$ cat src/rtl/easyobv_axil_pkg.sv
// Shared constants, register decode types and the write-channel state
// encoding for the easyobv AXI4-Lite register file.
package easyobv_axil_pkg;

    localparam logic [7:0] ADDR_CTRL   = 8'h00;
    localparam logic [7:0] ADDR_STATUS = 8'h04;
    localparam logic [7:0] ADDR_ID     = 8'h08;
    localparam logic [7:0] CNT_BASE    = 8'h10;
    localparam int         CNT_STRIDE  = 8;
    localparam int         NUM_CNT     = 9;

    localparam logic [1:0] RESP_OKAY   = 2'b00;
    localparam logic [1:0] RESP_SLVERR = 2'b10;

    localparam int CTRL_PAUSE_BIT       = 0;
    localparam int CTRL_TIMEOUT_CLR_BIT = 1;
    localparam int CTRL_W               = 2;

    // Number of 32-bit words occupied by the LO/HI counter pairs.
    localparam logic [5:0] CNT_WORDS = 6'(NUM_CNT * CNT_STRIDE / 4);

    typedef enum logic [2:0] {
        WR_INIT,
        WR_IDLE,
        WR_HAVE_AW,
        WR_HAVE_W,
        WR_COMMIT,
        WR_RESP
    } wr_state_e;

    typedef enum logic [2:0] {
        REG_CTRL,
        REG_STATUS,
        REG_ID,
        REG_CNT,
        REG_BAD
    } reg_kind_e;

    typedef struct packed {
        reg_kind_e  kind;
        logic [3:0] idx;
        logic       hi;
    } reg_sel_t;

    // Decode a word address (byte address bits [7:2]) into a register selector.
    function automatic reg_sel_t decode_word(input logic [5:0] word);
        reg_sel_t   sel;
        logic [5:0] off;
        sel.kind = REG_BAD;
        sel.idx  = 4'd0;
        sel.hi   = 1'b0;
        off      = word - CNT_BASE[7:2];
        if (word == ADDR_CTRL[7:2]) begin
            sel.kind = REG_CTRL;
        end else if (word == ADDR_STATUS[7:2]) begin
            sel.kind = REG_STATUS;
        end else if (word == ADDR_ID[7:2]) begin
            sel.kind = REG_ID;
        end else if (off < CNT_WORDS) begin
            sel.kind = REG_CNT;
            sel.idx  = off[4:1];
            sel.hi   = off[0];
        end
        return sel;
    endfunction

endpackage

$ cat src/rtl/easyobv_axil_if.sv
// AXI4-Lite bus bundle between software master and the register file.
interface easyobv_axil_if #(
    parameter int ADDR_W = 8
);
    // Every channel transfers on a rising edge where valid and ready are both
    // high; a source holds valid and its payload stable until that edge.
    logic [ADDR_W-1:0] awaddr;
    logic              awvalid;
    logic              awready;
    logic [31:0]       wdata;
    logic [3:0]        wstrb;
    logic              wvalid;
    logic              wready;
    logic [1:0]        bresp;
    logic              bvalid;
    logic              bready;
    logic [ADDR_W-1:0] araddr;
    logic              arvalid;
    logic              arready;
    logic [31:0]       rdata;
    logic [1:0]        rresp;
    logic              rvalid;
    logic              rready;

    modport slave (
        input  awaddr, awvalid, wdata, wstrb, wvalid, bready, araddr, arvalid, rready,
        output awready, wready, bresp, bvalid, arready, rdata, rresp, rvalid
    );

    modport master (
        output awaddr, awvalid, wdata, wstrb, wvalid, bready, araddr, arvalid, rready,
        input  awready, wready, bresp, bvalid, arready, rdata, rresp, rvalid
    );

endinterface

$ cat src/rtl/easyobv_axil_wr_ctrl.sv
// Write-channel controller: captures AW and W independently, issues a one-cycle
// commit strobe once both are held, then presents B until accepted.
module easyobv_axil_wr_ctrl
    import easyobv_axil_pkg::*;
#(
    parameter int ADDR_W = 8
) (
    input  logic              clk,
    input  logic              rst,
    input  logic [ADDR_W-1:0] awaddr,
    input  logic              awvalid,
    output logic              awready,
    input  logic [31:0]       wdata,
    input  logic [3:0]        wstrb,
    input  logic              wvalid,
    output logic              wready,
    output logic [1:0]        bresp,
    output logic              bvalid,
    input  logic              bready,
    output logic              commit,
    output logic [ADDR_W-1:0] wr_addr,
    output logic [31:0]       wr_data,
    output logic [3:0]        wr_strb,
    input  logic [1:0]        wr_resp,
    output wr_state_e         state_dbg
);

    wr_state_e state_q, state_d;
    logic      aw_hs, w_hs;

    assign aw_hs     = awvalid && awready;
    assign w_hs      = wvalid && wready;
    assign state_dbg = state_q;

    always_ff @(posedge clk or posedge rst) begin
        if (rst) begin
            state_q <= WR_INIT;
        end else begin
            state_q <= state_d;
        end
    end

    always_ff @(posedge clk or posedge rst) begin
        if (rst) begin
            wr_addr <= '0;
            wr_data <= '0;
            wr_strb <= '0;
            bresp   <= RESP_OKAY;
        end else begin
            if (aw_hs) wr_addr <= awaddr;
            if (w_hs) begin
                wr_data <= wdata;
                wr_strb <= wstrb;
            end
            if (commit) bresp <= wr_resp;
        end
    end

    // WR_INIT keeps both readies low for the first cycle out of reset.
    always_comb begin
        state_d = state_q;
        awready = 1'b0;
        wready  = 1'b0;
        bvalid  = 1'b0;
        commit  = 1'b0;
        case (state_q)
            WR_INIT: state_d = WR_IDLE;
            WR_IDLE: begin
                awready = 1'b1;
                wready  = 1'b1;
                if (awvalid && wvalid) state_d = WR_COMMIT;
                else if (awvalid)      state_d = WR_HAVE_AW;
                else if (wvalid)       state_d = WR_HAVE_W;
            end
            WR_HAVE_AW: begin
                wready = 1'b1;
                if (wvalid) state_d = WR_COMMIT;
            end
            WR_HAVE_W: begin
                awready = 1'b1;
                if (awvalid) state_d = WR_COMMIT;
            end
            WR_COMMIT: begin
                commit  = 1'b1;
                state_d = WR_RESP;
            end
            WR_RESP: begin
                bvalid = 1'b1;
                if (bready) state_d = WR_IDLE;
            end
            default: state_d = WR_INIT;
        endcase
    end

endmodule

$ cat src/rtl/easyobv_axil_regs.sv
// AXI4-Lite register file exposing CTRL/STATUS/ID and nine 64-bit counters,
// with a coherent LO-then-HI read through a single hi-word shadow.
module easyobv_axil_regs
    import easyobv_axil_pkg::*;
#(
    parameter int          ADDR_W   = 8,
    parameter logic [31:0] ID_VALUE = 32'h0BB5_0001
) (
    input  logic                s_axil_aclk,
    input  logic                rst,
    easyobv_axil_if.slave       s_axil,
    output logic                pause_axil,
    output logic                timeout_clr_axil,
    input  logic                timeout_axil,
    input  logic [63:0]         mismatch_cnt_axil,
    input  logic [63:0]         tx_pkt_cnt_axil,
    input  logic [63:0]         tx_pkt_time_cnt_axil,
    input  logic [63:0]         tx_pkt_timestamp_sum_axil,
    input  logic [63:0]         tx_transferred_size_axil,
    input  logic [63:0]         rx_pkt_cnt_axil,
    input  logic [63:0]         rx_pkt_time_cnt_axil,
    input  logic [63:0]         rx_pkt_timestamp_sum_axil,
    input  logic [63:0]         rx_transferred_size_axil
);

    logic [63:0] cnt [NUM_CNT];

    assign cnt[0] = mismatch_cnt_axil;
    assign cnt[1] = tx_pkt_cnt_axil;
    assign cnt[2] = tx_pkt_time_cnt_axil;
    assign cnt[3] = tx_pkt_timestamp_sum_axil;
    assign cnt[4] = tx_transferred_size_axil;
    assign cnt[5] = rx_pkt_cnt_axil;
    assign cnt[6] = rx_pkt_time_cnt_axil;
    assign cnt[7] = rx_pkt_timestamp_sum_axil;
    assign cnt[8] = rx_transferred_size_axil;

    // ---------------- write path ----------------
    logic              commit;
    logic [ADDR_W-1:0] wr_addr;
    logic [31:0]       wr_data;
    logic [3:0]        wr_strb;
    logic [1:0]        wr_resp;
    wr_state_e         wr_state_dbg;
    reg_sel_t          wr_sel;
    logic [CTRL_W-1:0] ctrl_q;

    easyobv_axil_wr_ctrl #(.ADDR_W(ADDR_W)) u_wr_ctrl (
        .clk       (s_axil_aclk),
        .rst       (rst),
        .awaddr    (s_axil.awaddr),
        .awvalid   (s_axil.awvalid),
        .awready   (s_axil.awready),
        .wdata     (s_axil.wdata),
        .wstrb     (s_axil.wstrb),
        .wvalid    (s_axil.wvalid),
        .wready    (s_axil.wready),
        .bresp     (s_axil.bresp),
        .bvalid    (s_axil.bvalid),
        .bready    (s_axil.bready),
        .commit    (commit),
        .wr_addr   (wr_addr),
        .wr_data   (wr_data),
        .wr_strb   (wr_strb),
        .wr_resp   (wr_resp),
        .state_dbg (wr_state_dbg)
    );

    assign wr_sel  = decode_word(wr_addr[7:2]);
    assign wr_resp = (wr_sel.kind == REG_BAD) ? RESP_SLVERR : RESP_OKAY;

    // Only CTRL is writable; read-only targets accept the write silently.
    always_ff @(posedge s_axil_aclk or posedge rst) begin
        if (rst) begin
            ctrl_q <= '0;
        end else if (commit && wr_sel.kind == REG_CTRL && wr_strb[0]) begin
            ctrl_q <= wr_data[CTRL_W-1:0];
        end
    end

    assign pause_axil       = ctrl_q[CTRL_PAUSE_BIT];
    assign timeout_clr_axil = ctrl_q[CTRL_TIMEOUT_CLR_BIT];

    // ---------------- read path ----------------
    logic        live_q;
    logic        rvalid_q;
    logic [31:0] rdata_q;
    logic [1:0]  rresp_q;
    logic        ar_hs, r_hs;
    reg_sel_t    rd_sel;
    logic [63:0] sel_cnt;
    logic [31:0] rd_data_c;
    logic [1:0]  rd_resp_c;
    logic [31:0] hi_shadow_q;
    logic        shadow_vld_q;
    logic [3:0]  shadow_idx_q;
    logic        shadow_hit;

    // live_q holds arready low while reset is asserted and for one cycle after.
    always_ff @(posedge s_axil_aclk or posedge rst) begin
        if (rst) live_q <= 1'b0;
        else     live_q <= 1'b1;
    end

    assign s_axil.arready = live_q && !rvalid_q;
    assign s_axil.rvalid  = rvalid_q;
    assign s_axil.rdata   = rdata_q;
    assign s_axil.rresp   = rresp_q;

    assign ar_hs  = s_axil.arvalid && s_axil.arready;
    assign r_hs   = rvalid_q && s_axil.rready;
    assign rd_sel = decode_word(s_axil.araddr[7:2]);

    always_comb begin
        sel_cnt = '0;
        for (int i = 0; i < NUM_CNT; i++) begin
            if (rd_sel.idx == 4'(i)) sel_cnt = cnt[i];
        end
    end

    assign shadow_hit = shadow_vld_q && (shadow_idx_q == rd_sel.idx);

    always_comb begin
        rd_data_c = '0;
        rd_resp_c = RESP_OKAY;
        case (rd_sel.kind)
            REG_CTRL:   rd_data_c = {{(32-CTRL_W){1'b0}}, ctrl_q};
            REG_STATUS: rd_data_c = {31'd0, timeout_axil};
            REG_ID:     rd_data_c = ID_VALUE;
            REG_CNT: begin
                if (!rd_sel.hi)     rd_data_c = sel_cnt[31:0];
                else if (shadow_hit) rd_data_c = hi_shadow_q;
                else                 rd_data_c = sel_cnt[63:32];
            end
            default:    rd_resp_c = RESP_SLVERR;
        endcase
    end

    // A LO read snapshots the matching HI word so a following HI read of the
    // same counter sees a value coherent with the LO it was paired with.
    always_ff @(posedge s_axil_aclk or posedge rst) begin
        if (rst) begin
            rvalid_q     <= 1'b0;
            rdata_q      <= '0;
            rresp_q      <= RESP_OKAY;
            hi_shadow_q  <= '0;
            shadow_vld_q <= 1'b0;
            shadow_idx_q <= '0;
        end else if (ar_hs) begin
            rvalid_q <= 1'b1;
            rdata_q  <= rd_data_c;
            rresp_q  <= rd_resp_c;
            if (rd_sel.kind == REG_CNT) begin
                if (!rd_sel.hi) begin
                    hi_shadow_q  <= sel_cnt[63:32];
                    shadow_vld_q <= 1'b1;
                    shadow_idx_q <= rd_sel.idx;
                end else if (shadow_hit) begin
                    shadow_vld_q <= 1'b0;
                end
            end
        end else if (r_hs) begin
            rvalid_q <= 1'b0;
        end
    end

    logic unused_bits;
    assign unused_bits = &{1'b0, wr_addr, wr_data, wr_strb, wr_sel, wr_state_dbg, s_axil.araddr};

endmodule

$ cat src/flat_wrapper.sv
// flat-port wrapper written by rule: the top's interface ports become plain ports
module easyobv_axil_regs_flat import easyobv_axil_pkg::*;
#(
    parameter int          ADDR_W   = 8,
    parameter logic [31:0] ID_VALUE = 32'h0BB5_0001
)
  (s_axil_aclk, rst, pause_axil, timeout_clr_axil, timeout_axil, mismatch_cnt_axil, tx_pkt_cnt_axil, tx_pkt_time_cnt_axil, tx_pkt_timestamp_sum_axil, tx_transferred_size_axil, rx_pkt_cnt_axil, rx_pkt_time_cnt_axil, rx_pkt_timestamp_sum_axil, rx_transferred_size_axil, s_axil_awaddr, s_axil_awvalid, s_axil_wdata, s_axil_wstrb, s_axil_wvalid, s_axil_bready, s_axil_araddr, s_axil_arvalid, s_axil_rready, s_axil_awready, s_axil_wready, s_axil_bresp, s_axil_bvalid, s_axil_arready, s_axil_rdata, s_axil_rresp, s_axil_rvalid);
  easyobv_axil_if #(.ADDR_W(ADDR_W)) s_axil_i ();
  input  logic s_axil_aclk;
  input  logic rst;
  output logic pause_axil;
  output logic timeout_clr_axil;
  input  logic timeout_axil;
  input  logic [63:0] mismatch_cnt_axil;
  input  logic [63:0] tx_pkt_cnt_axil;
  input  logic [63:0] tx_pkt_time_cnt_axil;
  input  logic [63:0] tx_pkt_timestamp_sum_axil;
  input  logic [63:0] tx_transferred_size_axil;
  input  logic [63:0] rx_pkt_cnt_axil;
  input  logic [63:0] rx_pkt_time_cnt_axil;
  input  logic [63:0] rx_pkt_timestamp_sum_axil;
  input  logic [63:0] rx_transferred_size_axil;
  input wire logic [$bits(s_axil_i.awaddr)-1:0] s_axil_awaddr;
  input wire logic [$bits(s_axil_i.awvalid)-1:0] s_axil_awvalid;
  input wire logic [$bits(s_axil_i.wdata)-1:0] s_axil_wdata;
  input wire logic [$bits(s_axil_i.wstrb)-1:0] s_axil_wstrb;
  input wire logic [$bits(s_axil_i.wvalid)-1:0] s_axil_wvalid;
  input wire logic [$bits(s_axil_i.bready)-1:0] s_axil_bready;
  input wire logic [$bits(s_axil_i.araddr)-1:0] s_axil_araddr;
  input wire logic [$bits(s_axil_i.arvalid)-1:0] s_axil_arvalid;
  input wire logic [$bits(s_axil_i.rready)-1:0] s_axil_rready;
  output wire logic [$bits(s_axil_i.awready)-1:0] s_axil_awready;
  output wire logic [$bits(s_axil_i.wready)-1:0] s_axil_wready;
  output wire logic [$bits(s_axil_i.bresp)-1:0] s_axil_bresp;
  output wire logic [$bits(s_axil_i.bvalid)-1:0] s_axil_bvalid;
  output wire logic [$bits(s_axil_i.arready)-1:0] s_axil_arready;
  output wire logic [$bits(s_axil_i.rdata)-1:0] s_axil_rdata;
  output wire logic [$bits(s_axil_i.rresp)-1:0] s_axil_rresp;
  output wire logic [$bits(s_axil_i.rvalid)-1:0] s_axil_rvalid;
  assign s_axil_i.awaddr = s_axil_awaddr;
  assign s_axil_i.awvalid = s_axil_awvalid;
  assign s_axil_i.wdata = s_axil_wdata;
  assign s_axil_i.wstrb = s_axil_wstrb;
  assign s_axil_i.wvalid = s_axil_wvalid;
  assign s_axil_i.bready = s_axil_bready;
  assign s_axil_i.araddr = s_axil_araddr;
  assign s_axil_i.arvalid = s_axil_arvalid;
  assign s_axil_i.rready = s_axil_rready;
  assign s_axil_awready = s_axil_i.awready;
  assign s_axil_wready = s_axil_i.wready;
  assign s_axil_bresp = s_axil_i.bresp;
  assign s_axil_bvalid = s_axil_i.bvalid;
  assign s_axil_arready = s_axil_i.arready;
  assign s_axil_rdata = s_axil_i.rdata;
  assign s_axil_rresp = s_axil_i.rresp;
  assign s_axil_rvalid = s_axil_i.rvalid;
  easyobv_axil_regs #(.ADDR_W(ADDR_W), .ID_VALUE(ID_VALUE)) u_core (.s_axil_aclk(s_axil_aclk), .rst(rst), .s_axil(s_axil_i), .pause_axil(pause_axil), .timeout_clr_axil(timeout_clr_axil), .timeout_axil(timeout_axil), .mismatch_cnt_axil(mismatch_cnt_axil), .tx_pkt_cnt_axil(tx_pkt_cnt_axil), .tx_pkt_time_cnt_axil(tx_pkt_time_cnt_axil), .tx_pkt_timestamp_sum_axil(tx_pkt_timestamp_sum_axil), .tx_transferred_size_axil(tx_transferred_size_axil), .rx_pkt_cnt_axil(rx_pkt_cnt_axil), .rx_pkt_time_cnt_axil(rx_pkt_time_cnt_axil), .rx_pkt_timestamp_sum_axil(rx_pkt_timestamp_sum_axil), .rx_transferred_size_axil(rx_transferred_size_axil));
endmodule
$ cat config.mk
export PLATFORM = sky130hd
export DESIGN_NAME = easyobv_axil_regs_flat
export DESIGN_NICKNAME = d
export VERILOG_FILES = /design/src/rtl/easyobv_axil_pkg.sv /design/src/rtl/easyobv_axil_if.sv /design/src/rtl/easyobv_axil_wr_ctrl.sv /design/src/rtl/easyobv_axil_regs.sv /design/src/flat_wrapper.sv
export SDC_FILE = /design/constraint.sdc
export NUM_CORES = 1
export LEC_CHECK = 0
export CORE_AREA = 2 2 261 263
export CTS_CLUSTER_DIAMETER = 30
export DETAILED_ROUTE_END_ITERATION = 16
export DIE_AREA = 0 0 263 265
export PLACE_DENSITY_LB_ADDON = 0.08
export RECOVER_POWER = 50
export SYNTH_ARGS = -nofsm -noshare
export SYNTH_HDL_FRONTEND = slang
export SYNTH_SLANG_ARGS = --single-unit
$ cat constraint.sdc
create_clock -name s_axil_aclk -period 6 [get_ports s_axil_aclk]
set_input_delay 0.9 -clock s_axil_aclk [delete_from_list [all_inputs] [get_ports s_axil_aclk]]
set_output_delay 0.9 -clock s_axil_aclk [all_outputs]
set_load 0.005 [all_outputs]
# == Word level (Yosys, flattened, before mapping) ==
# Cells that the tools add are included.
# word_totals
register_bits,91
latchBits,0
ram_bits,0
romBits,0
input_bits,636
out_inout_bits,43
word_cells,108
mem_count,0
# op_classes
n_addsub,2
multipliers,0
div_mod_pow,0
order_cmp,2
n_eq_ne,27
shift,0
mux,40
bitwise,1
n_reduce_logical,23
# ops
cell,n
64-bit 2-to-1 mux,9
32-bit case mux with 4 select lines,1
32-bit 2-to-1 mux,2
3-bit 2-to-1 mux,12
3-bit case mux with 6 select lines,1
"4-bit by 3-bit equality test with 1-bit output, second input constant",4
8-bit 2-to-1 mux,2
5-bit 2-to-1 mux,3
"3-bit by 2-bit equality test with 1-bit output, second input constant",4
"6-bit by 1-bit equality test with 1-bit output, second input constant",2
"6-bit by 2-bit equality test with 1-bit output, second input constant",2
6-bit logical NOT,2
"6-bit by 5-bit less-than comparator with 1-bit output, second input constant",2
"6-bit by 3-bit subtractor with 6-bit output, second input constant",2
"3-bit equality test, second input constant",3
1-bit logical AND,9
3-bit logical NOT,3
"4-bit by 2-bit equality test with 1-bit output, second input constant",2
1-bit 2-to-1 mux,8
"2-bit inequality test, second input constant",4
"3-bit by 1-bit equality test with 1-bit output, second input constant",2
3-bit AND reduction,2
"4-bit by 1-bit equality test with 1-bit output, second input constant",1
4-bit equality test,1
10 further kinds,12

# == Depth between registers and ports, before layout ==
# logic_depth
depth_word,19
mapped_depth,14
ltp_nobuf,9

# == By module ==
# Synthesis repeated with hierarchy kept, for this count alone.
# hier_totals
hier_cells,1166
hier_area_um2,10030.9
# by_module_without_submodules
mod,n_inst,cells_each,area_each_um2,seq_area_each_um2
easyobv_axil_regs,1,1044,7947.6,1851.8
easyobv_axil_wr_ctrl,1,122,2083.2,1226.2

# == Least setup slack after synthesis ==
# No wires, ideal clock.
# synth_timing
kind,input to register
from,input port s_axil_araddr[4]
to,"register u_core.rdata_q[22], in the netlist u_core.s_axil.rdata[22]"
setup_ps,130
arrival_ps,3568
path_slack_ps,2301
path_stages,13
cell_sequence,clkbuf_1 > inv_1 > ha_1 > clkbuf_1 > and3b_1 > a211oi_2 > nand2_1 > buf_2 > buf_1 > a222oi_1 > nand2_1 > a221oi_1 > a21oi_1
# synth_via
elab_chain_cells,19
# synth_lines
element,line_no,text
from (decl),flat_wrapper.sv:29,input wire logic [$bits(s_axil_i.araddr)-1:0] s_axil_araddr;
6-bit by 3-bit subtractor with 6-bit output,easyobv_axil_pkg.sv:52,off = word - CNT_BASE[7:2];
6-bit by 5-bit less-than comparator with 1-bit output,easyobv_axil_pkg.sv:59,end else if (off < CNT_WORDS) begin
8-bit 2-to-1 mux,easyobv_axil_pkg.sv:59,
5-bit 2-to-1 mux,easyobv_axil_pkg.sv:57,end else if (word == ADDR_ID[7:2]) begin
5-bit 2-to-1 mux,easyobv_axil_pkg.sv:55,end else if (word == ADDR_STATUS[7:2]) begin
5-bit 2-to-1 mux,easyobv_axil_pkg.sv:53,if (word == ADDR_CTRL[7:2]) begin
4-bit logical NOT,easyobv_axil_regs.sv:117,if (rd_sel.idx == 4'(i)) sel_cnt = cnt[i];
64-bit 2-to-1 mux (9 in series),easyobv_axil_regs.sv:117,
32-bit 2-to-1 mux,easyobv_axil_regs.sv:132,else if (shadow_hit) rd_data_c = hi_shadow_q;
32-bit 2-to-1 mux,easyobv_axil_regs.sv:131,if (!rd_sel.hi) rd_data_c = sel_cnt[31:0];
32-bit case mux with 4 select lines *,easyobv_axil_regs.sv:126,case (rd_sel.kind)
to (signal assigned),easyobv_axil_regs.sv:151,rdata_q <= rd_data_c;
to (decl),easyobv_axil_regs.sv:87,logic [31:0] rdata_q;
# Every way passes the cells marked *; elsewhere a longest branch is shown, timed or not.
# A chain may end at the register's enable or synchronous reset.

# == Final worst setup path ==
# layout_timing
from,input port s_axil_araddr[5]
to,"register u_core.rdata_q[4], in the netlist u_core.s_axil.rdata[4]"
# Same word-level chain as after synthesis.

==> flow_summary_export.csv <==
group,metric,value,unit
clocking,holdBufCountCts,0,
floorplanning,die_x,263,um
power,vdd.ir_drop.worst,133,uV
critical_path,critPathMaxFanout,12,
placed_design,preCtsSetupSlack,0.371,ns
sta,final.period_utilization,88.0,%
route,final_antenna_net_count,0,
power,power_switching_share,39.3,%
critical_path,worst-r2r-setup-slack,2.57,ns
logic_synthesis,register_bit_count_reported_by_yosys,87,
logic_synthesis,synth.yosys.warnings,0,
critical_path,r2r-start,"u_core.s_axil.rvalid",
floorplanning,top_level_ports,679,
global_route,first_global_vias,14000,
clocking,worst_path_clk_slew,0.07,ns
route,detail_route.wirelength,91.3,mm
floorplanning,floorplan.initialDensity,13.8,%
sta,finalWorstPathRequiredPeriod,5.28,ns
critical_path,crit_required,6.31,ns
sta,timing.final.max_slew_violations,68,
placed_design,portBuffers,639,
global_route,grt_usage,25.3,%
final_layout,final-seq-area,2180,um^2
run,timing.max_cap.violations,2,
final_layout,drive_above_1_share,10.3,%
final_layout,area.growth.synth_to_final,88.7,%
route,post-route-drc-count,0,
logic_synthesis,synth_ff_type,"sky130_fd_sc_hd__dfrtp_1",
logic_synthesis,synth_cell_types,86,
clocking,post_cts_buffers,0,
min_path,hold_path_startpoint,"u_core.hi_shadow_q[12]",
clocking,post_cts_repair_resize_count,0,
clocking,clk_sinks,87,
sta,worst_pin_slew,2.08,ns
route,wirelength_per_cell,33.7,um
sta,timing.max_slew.rel_slack,-39.3,%
final_layout,fill_cells,7331,
run_status,failed_checks,"max-capacitance violations, max-slew violations",
power,p_clk_share,21.5,%
global_route,global_route.overflow_total,0,
global_route,grt_antenna_before_repair,14,
floorplanning,floorplan.rows,95,
critical_path,worstSetupStartpoint,"s_axil_araddr[5]",
sta,worst_clock_skew,0.0118,ns
logic_synthesis,syn_area_per_cell,7.70,um^2
route,detailedRoute.firstPassIterationCount,5,
clocking,tritoncts.num_buffers,9,
placed_design,post-dp-hpwl,74.4,mm
logic_synthesis,synth.yosys.seq_area_share,23.7,%
min_path,hp-class,"reg2reg",
power,total_switching_power,1.27,mW
global_route,grt_max_degree,49,
power,intPower,1.96,mW
clocking,number_of_h_tree_levels,3,
route,mean_number_of_vias_per_cell,5.03,
final_layout,postLayoutCoreUtil,26.0,%
clocking,worstSkewPairLatency,0.38,ns
route,vias,13600,
logic_synthesis,synthCells,1195,
power,leakagePower,6.39,nW
sta,setup-violations-final,0,
logic_synthesis,synthArstFlopShare,100,%
sta,final_hold_violating_endpoints,0,
final_layout,nNetsFinal,2461,
global_route,grt_pass1_wl,123,mm
route,first_iter_violations,1193,
critical_path,crit_end_category,"flop",
floorplanning,core-area,66800,um^2
power,combinationalPowerShare,51.3,%
sta,fin_setup_tns,0,ns
logic_synthesis,synth-edff-count,0,
clocking,cts_tree,"yes",
power,p_seq_share,27.2,%
floorplanning,die_y,265,um
run_status,status,"finished, violations left",
critical_path,timing.critical_path.arrival,5.59,ns
sta,post-route-worst-setup-slack,0.721,ns
logic_synthesis,mappedNetlistArea,9200,um^2
placed_design,finalWeightedCongestion,0.889,
critical_path,crit_path_start_kind,"input pin",
power,p_per_area,186,nW/um^2
sta,max_clock_freq,189,MHz
critical_path,worst_setup_path_type,"in2reg",
clocking,cts.path.max_buffers,2,
sta,grt_setup_unrepaired,"false",
clocking,clock_tree.root_cell,"sky130_fd_sc_hd__clkbuf_16",
final_layout,multi_input_area,6550,um^2
floorplanning,die_area,69700,um^2
[registers in the layout, summed over array words and instances, names as in the netlist, 2 cells and up]
name and flops:
u_core.ctrl_q 2, u_core.hi_shadow_q 32, u_core.s_axil.rdata 32, u_core.shadow_idx_q 4, u_core.u_wr_ctrl.state_dbg 3, u_core.u_wr_ctrl.wr_addr 6, u_core.u_wr_ctrl.wr_data 2
[per-layer routing]
layer	wire, um	vias to the layer above	global-route usage, %
li1	-	6057	-
met1	40400	6989	33.1
met2	44900	524	43.6
met3	5270	37	5.35
met4	649	10	3.63
met5	68	-	0
[power by group through the flow]
stage / Clock (mW) / Combinational (mW) / Sequential [mW]
2_1_floorplan: 0 / 0.665 / 0.850
6_report: 0.695 / 1.66 / 0.879
5_1_grt: 0.735 / 1.78 / 0.903
3_5_place_dp: 0 / 1.68 / 0.890
3_3_place_gp: 0 / 1.67 / 0.884
4_1_cts: 0.721 / 1.69 / 0.881
[cell usage after synthesis, drive strengths merged (7+ instances only)]
cell / n / area, um^2
buf: 62 / 318
nand3: 41 / 205
inv: 18 / 67.6
mux2i: 23 / 230
a211oi: 30 / 235
o32ai: 7 / 61.3
a221oi: 59 / 517
o22ai: 52 / 332
and2: 7 / 43.8
o221ai: 16 / 140
a21o: 9 / 67.6
o2111ai: 10 / 87.6
dfrtp: 87 / 2180
o31ai: 22 / 170
a221o: 9 / 90.1
nor4: 17 / 125
a22oi: 33 / 268
nand4: 12 / 75.1
a2bb2oi: 11 / 96.3
nor3: 41 / 233
a2111oi: 13 / 134
o211ai: 23 / 173
o2bb2ai: 7 / 61.3
mux2: 27 / 304
o21a: 10 / 75.1
or3: 8 / 50.1
nor2: 73 / 282
nor2b: 8 / 50.1
a31oi: 15 / 109
o21ai: 89 / 457
a222oi: 15 / 150
or2: 7 / 43.8
a21oi: 52 / 260
a22o: 7 / 61.3
clkbuf: 53 / 199
nand2: 146 / 553
[cell type report]
| type | count | area share [%] |
|---|---|---|
| repair buffers | 730 | 41.0 |
| flip-flops and latches | 87 | 12.5 |
| well taps | 873 | 6.29 |
| multi-input cells | 976 | 37.7 |
| diodes | 8 | 0.115 |
| inverters | 18 | 0.396 |
| clock buffers | 11 | 1.34 |
| clock inverters | 5 | 0.612 |
[kinds of logic after synthesis]
logic type               Yosys count  share of synthesized area, %
AO/OA/AOI/OAI                    533                          43.1
XOR/XNOR                           4                         0.462
adder cells (fa/ha/maj)            3                         0.408
buffers and inverters            133                          6.35
flip-flops                        87                          23.7
multiplexers                      50                          5.80
other                              2                        0.0816
AND/OR/NAND/NOR                  383                          20.2
[final timing paths]
path / cells after the start / to
worst max register to register: 9 / u_core.s_axil.rdata[18]
worst max-delay path: 12 / u_core.s_axil.rdata[4]
worst min-delay path: 2 / u_core.hi_shadow_q[12]
min in group asynchronous: 2 / u_core.s_axil.rdata[16]
max in group asynchronous: 3 / u_core.hi_shadow_q[19]
worst min register to register: 2 / u_core.hi_shadow_q[12]
[layout by cell type (no fill, tap or decap), drive strengths merged, types with 16 or more instances in the layout]
| master | count |
|---|---|
| nand2 | 146 |
| nor3 | 41 |
| nor2 | 73 |
| mux2i | 23 |
| clkdlybuf4s50 | 600 |
| nor4 | 17 |
| mux2 | 27 |
| dlygate4sd3 | 38 |
| inv | 17 |
| buf | 89 |
| nand3 | 41 |
| a221oi | 59 |
| dfrtp | 87 |
| a21oi | 52 |
| o221ai | 16 |
| o22ai | 52 |
| o21ai | 89 |
| o211ai | 23 |
| o31ai | 22 |
| a22oi | 33 |
| a211oi | 30 |
[per-stage QoR]
| stage | hold slack (ns) | instance area, um^2 | power (mW) | instances |
|---|---|---|---|---|
| CTS | 0.487 | 17300 | 3.29 | 2699 |
| global placement | 0.461 | 17000 | 2.56 | 2683 |
| global route | 0.512 | 17400 | 3.41 | 2703 |
| floorplan | 0.445 | 9210 | 1.51 | 1196 |
| detailed placement | 0.470 | 17000 | 2.57 | 2683 |
| finish | 0.482 | 17400 | 3.23 | 2708 |
[worst max-delay path, cell delays in order]
cell                              delay, ns
sky130_fd_sc_hd__clkdlybuf4s50_1       0.66
sky130_fd_sc_hd__inv_1                 0.14
sky130_fd_sc_hd__ha_1                  0.26
sky130_fd_sc_hd__nor3b_4               0.22
sky130_fd_sc_hd__a2111o_1              0.73
sky130_fd_sc_hd__nor3_4                0.84
sky130_fd_sc_hd__buf_4                 0.35
sky130_fd_sc_hd__a211oi_1              0.08
sky130_fd_sc_hd__o21a_1                0.12
sky130_fd_sc_hd__o31ai_1               0.90
sky130_fd_sc_hd__buf_4                 0.24
sky130_fd_sc_hd__a221o_1               0.13
Power figures use the tool's default switching activity.
